`config.mk`:
```
export PLATFORM = sky130hd
export DESIGN_NAME = clklanqhdv4
export DESIGN_NICKNAME = d
export VERILOG_FILES = /design/src/rtl/clklanqhdv4.sv
export SDC_FILE = /design/constraint.sdc
export NUM_CORES = 1
export LEC_CHECK = 0
export CORE_ASPECT_RATIO = 0.8
export CORE_MARGIN = 4
export CORE_UTILIZATION = 25
export DETAILED_ROUTE_END_ITERATION = 8
export PLACE_DENSITY_LB_ADDON = 0.1
export SLEW_MARGIN = 20
export SYNTH_ARGS = -nofsm -noshare
export SYNTH_HDL_FRONTEND = slang
export SYNTH_SLANG_ARGS = --single-unit
```
`constraint.sdc`:
```
create_clock -name CK -period 2.3 [get_ports CK]
set_input_delay 0.46 -clock CK [delete_from_list [all_inputs] [get_ports CK]]
set_output_delay 0.46 -clock CK [all_outputs]
set_load 0.01 [all_outputs]
```
`src/rtl/clklanqhdv4.sv`:
```
// Integrated clock gate: low-phase transparent enable latch, AND gate, saturating gated-pulse counter.
// Zero-cycle latency (Q pulses on the same edge E/TE is set up for); no backpressure, pure clock path.
module clklanqhdv4 #(
    parameter int CNT_W = 16
) (
    input  logic             CK,
    input  logic             RST,
    input  logic             E,
    input  logic             TE,
    output logic             Q,
    output logic             EN_Q,
    output logic [CNT_W-1:0] ACT_CNT
);

    localparam logic [CNT_W-1:0] CNT_MAX = {CNT_W{1'b1}};

    logic req;
    logic en_lat;

    // TE bypasses reset so scan shift clocking keeps running while RST is held.
    assign req = TE | (E & ~RST);

    // Opaque while CK is high, so the enable cannot change mid-pulse.
    always_latch begin
        if (!CK) begin
            en_lat <= req;
        end
    end

    assign EN_Q = en_lat;
    assign Q    = CK & en_lat;

    // en_lat at the rising edge is the value that opened (or kept closed) this pulse.
    always_ff @(posedge CK) begin
        if (RST) begin
            ACT_CNT <= '0;
        end else if (en_lat && (ACT_CNT != CNT_MAX)) begin
            ACT_CNT <= ACT_CNT + 1'b1;
        end
    end

endmodule

```
==> flow_summary.yaml <==
run_status:
  status: "finished with violations"
  violations: "negative setup slack"
layout:
  syn_to_final_growth_pct: 68.88
  layout-drive-gt1-share_pct: 35.42
  fin_nets: 150
  final_cell_mix: "19 x clkdlybuf4s50_1, 16 x dfxtp_1, 11 x buf_6"
  final_design_area_no_fill_um2: 1466
  final_cells: 184
  antenna_cells: 0
  layout_commonest_cell: "clkdlybuf4s50_1"
  finish.utilization_pct: 45.85
grt:
  grt_util_all_layers_pct: 12.19
  grt_pass1_vias: 896
  antenna_found_initial: 0
  grt_overflow: 0
  grt_max_degree: 17
  grt_pass1_wl_um: 4008
pwr:
  p_per_area_nw_per_um2: 507.9
  leakage_nw: 0.5380
  fin_total_pwr_uw: 744.8
  ir_drop_uv: 283.2
detailed_routing:
  dr_total_vias: 898
  wirelength_um: 2507
  drtAntennaViolNets: 0
  vias_per_cell: 4.880
  drtIter0Drc: 17
  drt_pass1_iterations: 2
  route.detailed.drc: 0
  wl_per_cell_um: 13.63
synth:
  synthCells: 101
  yosys.area.top_type_share_pct: 36.89
  ys_warn_count: 0
  synth_top_family_by_area: "simple AND/OR/NAND/NOR gates"
  synth_cell_types: 34
  synthXorXnorAreaFrac_pct: 0
  synth_area_leaders: "dfxtp_1 37%, a21oi_1 4.6%, nand2_1 4.3%"
  synthAdderAreaFrac_pct: 1.441
  synth_seq_cells: 17
  avgSynthCellArea_um2: 8.597
  synth_fp_nets: 106
  synthMuxAreaShare_pct: 5.043
  yosys.area.top_type: "dfxtp_1"
  yosys.area_share.simple_pct: 31.99
  syn_area_um2: 868.3
  synth_compound_area_share_pct: 17.44
sta:
  fin_setup_tns_ns: -7.071
  slew_violations: 0
  holdWs_ns: 0.4949
  relSlewSlack_pct: 71.12
  worst_pin_slew_ns: 0.4315
  rsz0062_at_grt: "yes"
  worst_slack_ns: -0.6333
  final-hold-violation-count: 0
  setup_viol: 17
  skew_ns: 0.03209
floorplanning:
  die_h_um: 60.72
  num_rows: 18
  die_w_um: 73.89
  start_util_pct: 27.15
  die_area_um2: 4486
  ios: 22
  coreArea_um2: 3198
hold_path:
  hp-class: "flip-flop to flip-flop"
cts:
  clk_pin_slew_ns: 0.06
  clkLatencyLatePin_ns: 0.38
  cts_tree: "done"
place:
  placed_cell_area_um2: 1192
  placement.setup.worst_slack_ns: -0.5573
  port_buffers: 21
  dpl.hpwl_um: 1697
  gp_congestion: 0.7590
  dp_cells: 168
flow_run:
  drv_cap: 0
setup_path:
  required_ns: 2.59
  cp_max_fo: 7
  criticalPathCategory: "latch to flip-flop"
  critPathCaptureType: "flip-flop"
  start_kind: "latch"
  cp.arrival_ns: 3.23
## layer usage
metal / vias up / part of all wire (%) / global-route usage, % / wire length [um]
met5: - / 0 / 0 / 0
met2: 16 / 46 / 17.30 / 1164
met4: 0 / 1.3 / 7.235 / 33
li1: 458 / - / - / -
met3: 4 / 3.2 / 4.636 / 79
met1: 420 / 49 / 15.73 / 1230
## state kept, by name, summed over array words and instances (netlist names)
name / cells
EN_Q: 1
ACT_CNT: 16
## synth_stat cells, drive strengths merged
master,n
nor2,8
ha,1
o31ai,4
mux2,3
or3b,1
and2,1
a21o,1
o21a,1
nand3,2
nor3,2
dlxtn,1
inv,5
o31a,1
dlygate4sd1,1
or3,6
and3,1
o21ai,5
buf,2
nor4,4
nor2b,3
dfxtp,16
mux2i,1
clkbuf,1
a21oi,8
nand4,4
a311oi,1
nand2,10
o311a,1
or4,4
a31oi,2
## cell families (layout without fill, tap and decap cells)
logic type | count (synthesis) | count (layout)
mux | 4 | 4
compound gates | 24 | 24
flops | 16 | 16
fa+ha+maj | 1 | 1
latches | 1 | 1
simple gates | 46 | 46
buf+inv | 9 | 52
## where the power goes
| part | leakage, nW | switching, mW | internal, mW | total, mW |
|---|---|---|---|---|
| clock | 0.0515 | 0.131 | 0.247 | 0.377 |
| combinational | 0.348 | 0.0263 | 0.0391 | 0.0654 |
| sequential | 0.138 | 0.00649 | 0.296 | 0.302 |
## final timing paths
kind | start | to | slack (ns) | depth (start not counted)
worst max register to register | EN_Q | ACT_CNT[9] | -0.63 | 5
worst min-delay path | ACT_CNT[1] | ACT_CNT[1] | 0.49 | 2
worst min register to register | ACT_CNT[1] | ACT_CNT[1] | 0.49 | 2
worst max-delay path | EN_Q | ACT_CNT[9] | -0.63 | 5
## critical path, cell delays in order, from the launching register on
cell and delay, ns:
dlxtn_4 0.43, buf_6 0.09, and3_4 0.19, or3b_4 0.43, or4_4 0.43, a21oi_2 0.12
## layout make-up
type / count / area, um^2
multi-input cells: 75 / 585.6
fillers: 323 / 1732
inverters: 5 / 18.77
clock buffers: 8 / 91.34
flip-flops and latches: 17 / 339.1
repair buffers: 39 / 381.6
well taps: 40 / 50.05
## repair_timing
| action | 4_1_cts | 5_1_grt |
|---|---|---|
| cloned | 0 | 0 |
| endpoints found under the setup margin | 18 | 19 |
| gates resized for setup | 22 | 17 |
| setup buffers | 6 | 4 |
| hold buffers | 0 | 0 |
| pin swaps | 7 | 4 |
(Power assumes the default switching activity.)
